**config.mk**
```make
export PLATFORM = sky130hd
export DESIGN_NAME = ten_half_ctrl
export DESIGN_NICKNAME = d
export VERILOG_FILES = /design/src/rtl/ten_half_ctrl.sv
export SDC_FILE = /design/constraint.sdc
export NUM_CORES = 1
export LEC_CHECK = 0
export CAP_MARGIN = 25
export CORE_MARGIN = 8
export CORE_UTILIZATION = 30
export CTS_BUF_LIST = sky130_fd_sc_hd__clkbuf_4 sky130_fd_sc_hd__clkbuf_8 sky130_fd_sc_hd__clkbuf_16
export CTS_CLUSTER_DIAMETER = 30
export DETAILED_ROUTE_END_ITERATION = 8
export PLACE_DENSITY = 0.52
export SLEW_MARGIN = 5
export SYNTH_ARGS = -nofsm -noshare
export SYNTH_HDL_FRONTEND = slang
export SYNTH_SLANG_ARGS = --single-unit
```
**constraint.sdc**
```tcl
create_clock -name clk -period 3.78 [get_ports clk]
set_input_delay 0.567 -clock clk [delete_from_list [all_inputs] [get_ports clk]]
set_output_delay 0.567 -clock clk [all_outputs]
set_load 0.02 [all_outputs]
```
**src/rtl/ten_half_ctrl.sv**
```systemverilog
// rtl/ten_half_ctrl.sv - ten-point-half round sequencer: draws cards, scores hands, plays dealer, reports outcome
module ten_half_ctrl #(
    parameter int DEALER_STAND = 16,
    parameter int MAX_CARDS    = 5,
    parameter int DECK_SIZE    = 52
) (
    input  logic       clk,
    input  logic       rst_n,
    input  logic       start,
    input  logic       hit,
    input  logic       stand,
    output logic       pip,
    input  logic [3:0] number,
    output logic [5:0] player_score,
    output logic [5:0] dealer_score,
    output logic [2:0] player_cards,
    output logic [2:0] dealer_cards,
    output logic       busy,
    output logic       result_valid,
    output logic [1:0] result,
    output logic       deck_empty
);

    typedef enum logic [2:0] {S_IDLE, S_DRAW, S_LOAD, S_PLAY, S_DEAL, S_DONE} state_t;
    typedef enum logic [1:0] {R_INIT_P, R_INIT_D, R_HIT, R_DEALER} ret_t;
    typedef enum logic {T_PLAYER, T_DEALER} target_t;

    localparam logic [5:0] DECK_MAX   = 6'(DECK_SIZE);
    localparam logic [5:0] STAND_HP   = 6'(DEALER_STAND);
    localparam logic [2:0] CARD_MAX   = 3'(MAX_CARDS);
    localparam logic [5:0] BUST_LIMIT = 6'd21;

    localparam logic [1:0] RES_ABORT  = 2'b00;
    localparam logic [1:0] RES_PLAYER = 2'b01;
    localparam logic [1:0] RES_DEALER = 2'b10;
    localparam logic [1:0] RES_TIE    = 2'b11;

    state_t     state, state_d;
    ret_t       ret, ret_d;
    target_t    target, target_d;
    logic [5:0] deck_cnt, deck_cnt_d;
    logic [5:0] player_score_d, dealer_score_d;
    logic [2:0] player_cards_d, dealer_cards_d;
    logic       pip_d, busy_d, result_valid_d, deck_empty_d;
    logic [1:0] result_d;

    logic [5:0] card_val;
    logic [5:0] player_sum, dealer_sum;
    logic [2:0] player_cnt, dealer_cnt;

    // Face cards are worth half a point; out-of-range codes count as a card worth nothing.
    function automatic logic [5:0] card_value(input logic [3:0] n);
        if (n inside {[4'd1:4'd10]}) begin
            return {1'b0, n, 1'b0};
        end else if (n inside {[4'd11:4'd13]}) begin
            return 6'd1;
        end else begin
            return 6'd0;
        end
    endfunction

    assign card_val   = card_value(number);
    assign player_sum = player_score + card_val;
    assign dealer_sum = dealer_score + card_val;
    assign player_cnt = player_cards + 3'd1;
    assign dealer_cnt = dealer_cards + 3'd1;

    always_comb begin
        state_d        = state;
        ret_d          = ret;
        target_d       = target;
        deck_cnt_d     = deck_cnt;
        player_score_d = player_score;
        dealer_score_d = dealer_score;
        player_cards_d = player_cards;
        dealer_cards_d = dealer_cards;
        result_valid_d = result_valid;
        result_d       = result;
        deck_empty_d   = deck_empty;

        case (state)
            S_IDLE, S_DONE: begin
                if (start && !deck_empty) begin
                    player_score_d = 6'd0;
                    dealer_score_d = 6'd0;
                    player_cards_d = 3'd0;
                    dealer_cards_d = 3'd0;
                    result_valid_d = 1'b0;
                    result_d       = RES_ABORT;
                    target_d       = T_PLAYER;
                    ret_d          = R_INIT_P;
                    state_d        = S_DRAW;
                end
            end
            S_DRAW: begin
                if (deck_cnt == DECK_MAX) begin
                    deck_empty_d   = 1'b1;
                    result_d       = RES_ABORT;
                    result_valid_d = 1'b1;
                    state_d        = S_DONE;
                end else begin
                    deck_cnt_d = deck_cnt + 6'd1;
                    state_d    = S_LOAD;
                end
            end
            S_LOAD: begin
                if (target == T_PLAYER) begin
                    player_score_d = player_sum;
                    player_cards_d = player_cnt;
                end else begin
                    dealer_score_d = dealer_sum;
                    dealer_cards_d = dealer_cnt;
                end
                case (ret)
                    R_INIT_P: begin
                        target_d = T_DEALER;
                        ret_d    = R_INIT_D;
                        state_d  = S_DRAW;
                    end
                    R_INIT_D: state_d = S_PLAY;
                    R_HIT: begin
                        if (player_sum > BUST_LIMIT) begin
                            result_d       = RES_DEALER;
                            result_valid_d = 1'b1;
                            state_d        = S_DONE;
                        end else if (player_cnt == CARD_MAX) begin
                            result_d       = RES_PLAYER;
                            result_valid_d = 1'b1;
                            state_d        = S_DONE;
                        end else begin
                            state_d = S_PLAY;
                        end
                    end
                    default: begin
                        if (dealer_sum > BUST_LIMIT) begin
                            result_d       = RES_PLAYER;
                            result_valid_d = 1'b1;
                            state_d        = S_DONE;
                        end else if (dealer_cnt == CARD_MAX) begin
                            result_d       = RES_DEALER;
                            result_valid_d = 1'b1;
                            state_d        = S_DONE;
                        end else begin
                            state_d = S_DEAL;
                        end
                    end
                endcase
            end
            S_PLAY: begin
                // stand has priority over a simultaneous hit
                if (stand) begin
                    state_d = S_DEAL;
                end else if (hit) begin
                    target_d = T_PLAYER;
                    ret_d    = R_HIT;
                    state_d  = S_DRAW;
                end
            end
            S_DEAL: begin
                if (dealer_score < STAND_HP) begin
                    target_d = T_DEALER;
                    ret_d    = R_DEALER;
                    state_d  = S_DRAW;
                end else begin
                    if (player_score > dealer_score) begin
                        result_d = RES_PLAYER;
                    end else if (player_score < dealer_score) begin
                        result_d = RES_DEALER;
                    end else begin
                        result_d = RES_TIE;
                    end
                    result_valid_d = 1'b1;
                    state_d        = S_DONE;
                end
            end
            default: state_d = S_IDLE;
        endcase

        // pip is registered, so it is decided on entry to DRAW; an exhausted deck gets no strobe
        pip_d  = (state_d == S_DRAW) && (deck_cnt_d != DECK_MAX);
        busy_d = (state_d == S_DRAW) || (state_d == S_LOAD) ||
                 (state_d == S_PLAY) || (state_d == S_DEAL);
    end

    always_ff @(posedge clk) begin
        if (!rst_n) begin
            state        <= S_IDLE;
            ret          <= R_INIT_P;
            target       <= T_PLAYER;
            deck_cnt     <= 6'd0;
            player_score <= 6'd0;
            dealer_score <= 6'd0;
            player_cards <= 3'd0;
            dealer_cards <= 3'd0;
            pip          <= 1'b0;
            busy         <= 1'b0;
            result_valid <= 1'b0;
            result       <= 2'b00;
            deck_empty   <= 1'b0;
        end else begin
            state        <= state_d;
            ret          <= ret_d;
            target       <= target_d;
            deck_cnt     <= deck_cnt_d;
            player_score <= player_score_d;
            dealer_score <= dealer_score_d;
            player_cards <= player_cards_d;
            dealer_cards <= dealer_cards_d;
            pip          <= pip_d;
            busy         <= busy_d;
            result_valid <= result_valid_d;
            result       <= result_d;
            deck_empty   <= deck_empty_d;
        end
    end

endmodule

```
* Word level (Yosys, flattened, before mapping)
Index checks and enable logic that the tools add are counted.
** Operators by class
- Equality and inequality tests :: 27
- Reductions and logical operators :: 20
- Muxes and demuxes :: 55
- Order comparisons :: 9
- $add $sub $neg :: 5
** Operators by type and width (number)
- $mux 3 :: 10
- $mux 6 :: 5
- $mux 2 :: 12
- $pmux 6 s2 :: 2
- $ne 2x2->1 const B :: 10
- $pmux 2 s4 :: 2
- $eq 3x3->1 const B :: 5
- $mux 1 :: 15
- $pmux 3 s5 :: 1
- $add 6x6->6 :: 2
- $eq 3x2->1 const B :: 4
- $gt 6x5->1 const B :: 2
- $pmux 3 s2 :: 2
- $pmux 3 s3 :: 1
- $le 4x4->1 const B :: 2
- $ne 4x4->1 const B :: 2
- $pmux 1 s4 :: 2
- $reduce_bool 4->1 :: 2
- $reduce_and 7->1 :: 1
- $add 3x1->3 const B :: 2
- $add 6x1->6 const B :: 1
- $eq 3x1->1 const B :: 2
- $eq 6x6->1 const B :: 1
- $gt 6x6->1 :: 1
- other kinds (20) :: 27
** Word-level totals
- Input port bits :: 9
- Logic and storage cells :: 129
- Output and inout port bits :: 24
- Bits in registers :: 36

* Logic depth before layout (Yosys ltp)
- Word-level depth :: 13
- Depth in mapped cells :: 14
- Depth with buffers taken out :: 13

* Worst setup path before layout
No wires, ideal clock.
- Kind :: input port to flip-flop
- Start :: in number[1]
- End :: reg busy
- Stages :: 13
- Path buffers :: 1
- Data required time :: 3.664 ns
- Setup slack :: 0.532 ns
- Setup time :: 0.116 ns
- Arrival time :: 3.133 ns
- Cell sequence :: clkbuf_1 -> mux2i_1 -> and2_1 -> ha_1 -> fa_1 -> nor2b_1 -> a32oi_2 -> xnor2_1 -> a211o_1 -> a221oi_2 -> a22o_1 -> a211oi_1 -> a31o_1
** On the way
- Longest elaborated chain between the ends :: 13
- Elaborated cells on any way between the ends :: 23
- Classes of those cells :: add/sub (2); order compare (6); eq/ne (4); mux (6); reduce/logical (5)
** RTL lines
- start: declaration :: RTL line 13 : input logic [3:0] number,
- $ge 4x4->1 or $le 4x4->1 (tied branches) :: RTL line 55 : end else if (n inside {[4'd11:4'd13]}) begin
- $logic_and 1x1->1 :: RTL line 55
- $mux 1 :: RTL line 55
- $mux 5 * :: RTL line 53 : if (n inside {[4'd1:4'd10]}) begin
- $add 6x6->6 (on tied branches) :: RTL line 64, 63
- $gt 6x5->1 (on tied branches) :: RTL line 135, 122
- $mux 1 or $mux 3 (tied branches) :: RTL line 135, 122
- $pmux 3 s3 * :: RTL line 114 : case (ret)
- $pmux 3 s5 * :: RTL line 81 : case (state)
- $eq 3x1->1 or $eq 3x2->1 (tied branches) :: RTL line 181 : busy_d = (state_d == S_DRAW) || (state_d == S_LOAD) ||
- $logic_or 1x1->1 (2 in series) :: RTL line 181
- $logic_or 1x1->1 * :: RTL line 182 : (state_d == S_PLAY) || (state_d == S_DEAL);
- end signal: assignment :: RTL line 210 : busy <= busy_d;
- end: declaration :: RTL line 18 : output logic busy,
Mark *: on every way between the ends. The rest lies on a longest branch, timed or not.
A chain may end at the register's enable or synchronous reset.

* Worst setup path after layout
Ends and elaborated chain as after synthesis.

==> metrics.txt <==
outcome finished clean; WL/cell 14.6 µm; I/O pins 33; Clock Latency Late Sink 0.29 ns; Setup CP Type in -> reg; root buf cell clkbuf_8; relative slew slack 54.5%; syn avg cell area 7.97 µm²; total CTS buffers 5; Placement Setup Slack -0.0192 ns; setup slack, reg-to-reg 0.94 ns; Leak between 1 and 1.5 nW; largest net degree at the start of global routing 19; maxcap violations 0; slack of the critical path 0.268 ns; ant diodes 0; minimum clock period around 3.5 ns; Post-DP Area 3020 µm²; Detail Route Antenna Nets 0; effective utilization at floorplan 30.8%; global placement routability congestion 0.837; first drt pass iteration count 4; Vias about 2400; final hold vios 0; max frequency 285 MHz; Max Slew Vio Count 0; antenna violations before repair 0; H-Tree Depth 2; clock-pin slew of the registers on the worst-case setup and hold paths 0.07 ns; Worst Reg2Reg Path Length in Cells 10; worst hold stages 2; proportion of layout cells with a drive suffix above 1 around 8.7%; Fin Setup TNS 0 ns; final wirelength 6760 µm; # port buffers 32; # fillers 867; YS warnings 0; GRT Util Overall 12.4%; sequential share of the synthesized area 28.6%; Final Skew 0.00655 ns; die area 11600 µm²; grt total ovfl 0; Synth Area in Adders 11.5%; Synth async-reset ratio 0%; Max IR drop VDD ~0.19 mV; Worst Hold Endpoint result[0]$_SDFFE_PN0P_; # rows 33; Vias/cell 5.21; post-cts sizing count 0; Area Growth Syn to Fin 23.6%; Yosys reg bits 36; xor and xnor fraction of the mapped netlist area approximately 4.2%; R2R Path End busy$_SDFF_PN0_; most frequent cells in the layout nor2_1, dfxtp_1, clkdlybuf4s50_1; CP arrival between 3 and 4 ns; Finished Layout Cells 462; Max Buffers Root-to-Sink 2; DR iter-0 viols between 90 and 100; most used flip-flop cell after synthesis dfxtp_1; postcts setup bufs 0; start point of the worst hold path result[0]$_SDFFE_PN0P_; main combinational cell family by area after synthesis compound AO/OA/AOI/OAI gates; CTS Hold Bufs 0; number of global-route vias before repair ~2400; PwrDens 285 nW/µm²; Syn Inst Count around 320; die height 108 µm; Setup violations, final 0; Sink Count 36; Synth Area in Simple Gates 23.2%; Post-Syn Area 2520 µm²; DIE WIDTH 108 µm; library cells used by synthesis 56; Detail Placement HPWL 5190 µm; Final nets 387; crit end category flip-flop; final routed DRC violation total 0; commonest non-fill, non-tap cell in the layout nor2_1; CP Max Fanout 4; unrepaired setup endpoints after global routing false; HP Class reg -> reg; CTS tree done; core footprint 8180 µm²; Synth Area in Compound Gates 27.2%; r2r startpoint dealer_score[0]$_SDFFE_PN0P_; number of flops mapped to enable cells by yosys 0; CP Data Required Time approximately 4.0 ns; Final period util 92.9%; Syn Nets 347; multiplexer share of the synthesized area approximately 1.2%; Slew @ Worst Pin around 0.68 ns; cell total after placement 454; CP startpoint kind input port; first-pass GRT wire length 11800 µm; fin area 3110 µm²
[power by group]
group          switching [W]  total (W)  internal [W]
logic               0.000102   0.000181     0.0000781
registers          0.0000152   0.000406      0.000391
clock network       0.000146   0.000301      0.000155
[cell usage after synthesis (all sizes together) (5+ instances only)]
cell type	count	area [µm²]
o21ai	14	73.8
xor2	7	61.3
nor2b	9	56.3
a21oi	29	145
nor2	41	154
inv	17	63.8
clkbuf	10	37.5
nand2b	5	31.3
xnor2	5	43.8
a31oi	7	43.8
a21o	6	45.0
ha	20	250
and2	5	31.3
nand2	21	78.8
a22oi	6	45.0
nand3	9	45.0
dfxtp	36	721
a211oi	8	65.1
nor3	8	40.0
[sequential cells by signal, indices dropped and copies added (netlist names), 2 cells and up]
register      flops
dealer_cards      3
dealer_score      6
deck_cnt          6
player_cards      3
player_score      6
result            2
ret               2
state             3
[layout make-up]
| class | count | area [µm²] | share of cell area (%) |
|---|---|---|---|
| multi-input cells | 253 | 1700 | 54.5 |
| flip-flops and latches | 36 | 721 | 23.2 |
| repair buffers | 43 | 403 | 12.9 |
| well taps | 105 | 131 | 4.22 |
| clock buffers | 7 | 90.1 | 2.89 |
| inverters | 17 | 63.8 | 2.05 |
| clock inverters | 1 | 7.51 | 0.241 |
[routing by layer]
layer  GRT usage (%)  part of all wire (%)  vias up  wire (µm)
li1                -                     -     1227          -
met1            15.5                    48     1128       3220
met2            20.4                    47       44       3180
met3            3.71                   4.4        6        295
met4            2.78                   1.0        0         69
met5               0                     0        -          0
[cells by family after synthesis]
family | count (synthesis)
fa+ha+maj | 22
mux | 3
simple gates | 118
xor+xnor | 12
flops | 36
compound gates | 98
buf+inv | 27
[worst max-delay path: stages]
cell	delay, ns
clkdlybuf4s50_1	0.46
nand2_1	0.10
mux2i_1	0.06
and2_1	0.18
ha_1	0.21
fa_1	0.45
nor2b_1	0.16
a32oi_2	0.10
xnor2_1	0.15
a211o_1	0.34
a221oi_2	0.38
a22o_1	0.24
a211oi_1	0.09
a31o_1	0.20
[how the worst max path moves through the flow]
stage                   start                      to  slack [ns]  depth (start not counted)
floorplan           number[1]         busy$_SDFF_PN0_        0.53                         13
global placement    number[3]  result[0]$_SDFFE_PN0P_        0.01                         13
detailed placement  number[1]         busy$_SDFF_PN0_       -0.02                         14
CTS                 number[3]  result[0]$_SDFFE_PN0P_        0.29                         13
global route        number[3]  result[0]$_SDFFE_PN0P_       0.007                         13
finish              number[1]         busy$_SDFF_PN0_        0.27                         14
[through the flow]
stage | hold WS (ns) | util (%) | power, W
floorplan | 0.472 | - | 0.000529
global placement | 0.481 | 36.9 | 0.000595
detailed placement | 0.482 | 36.9 | 0.000595
CTS | 0.502 | 38.1 | 0.000904
global route | 0.533 | 38.1 | 0.000945
finish | 0.500 | 38.1 | 0.000888
(Power assumes the default switching activity.)
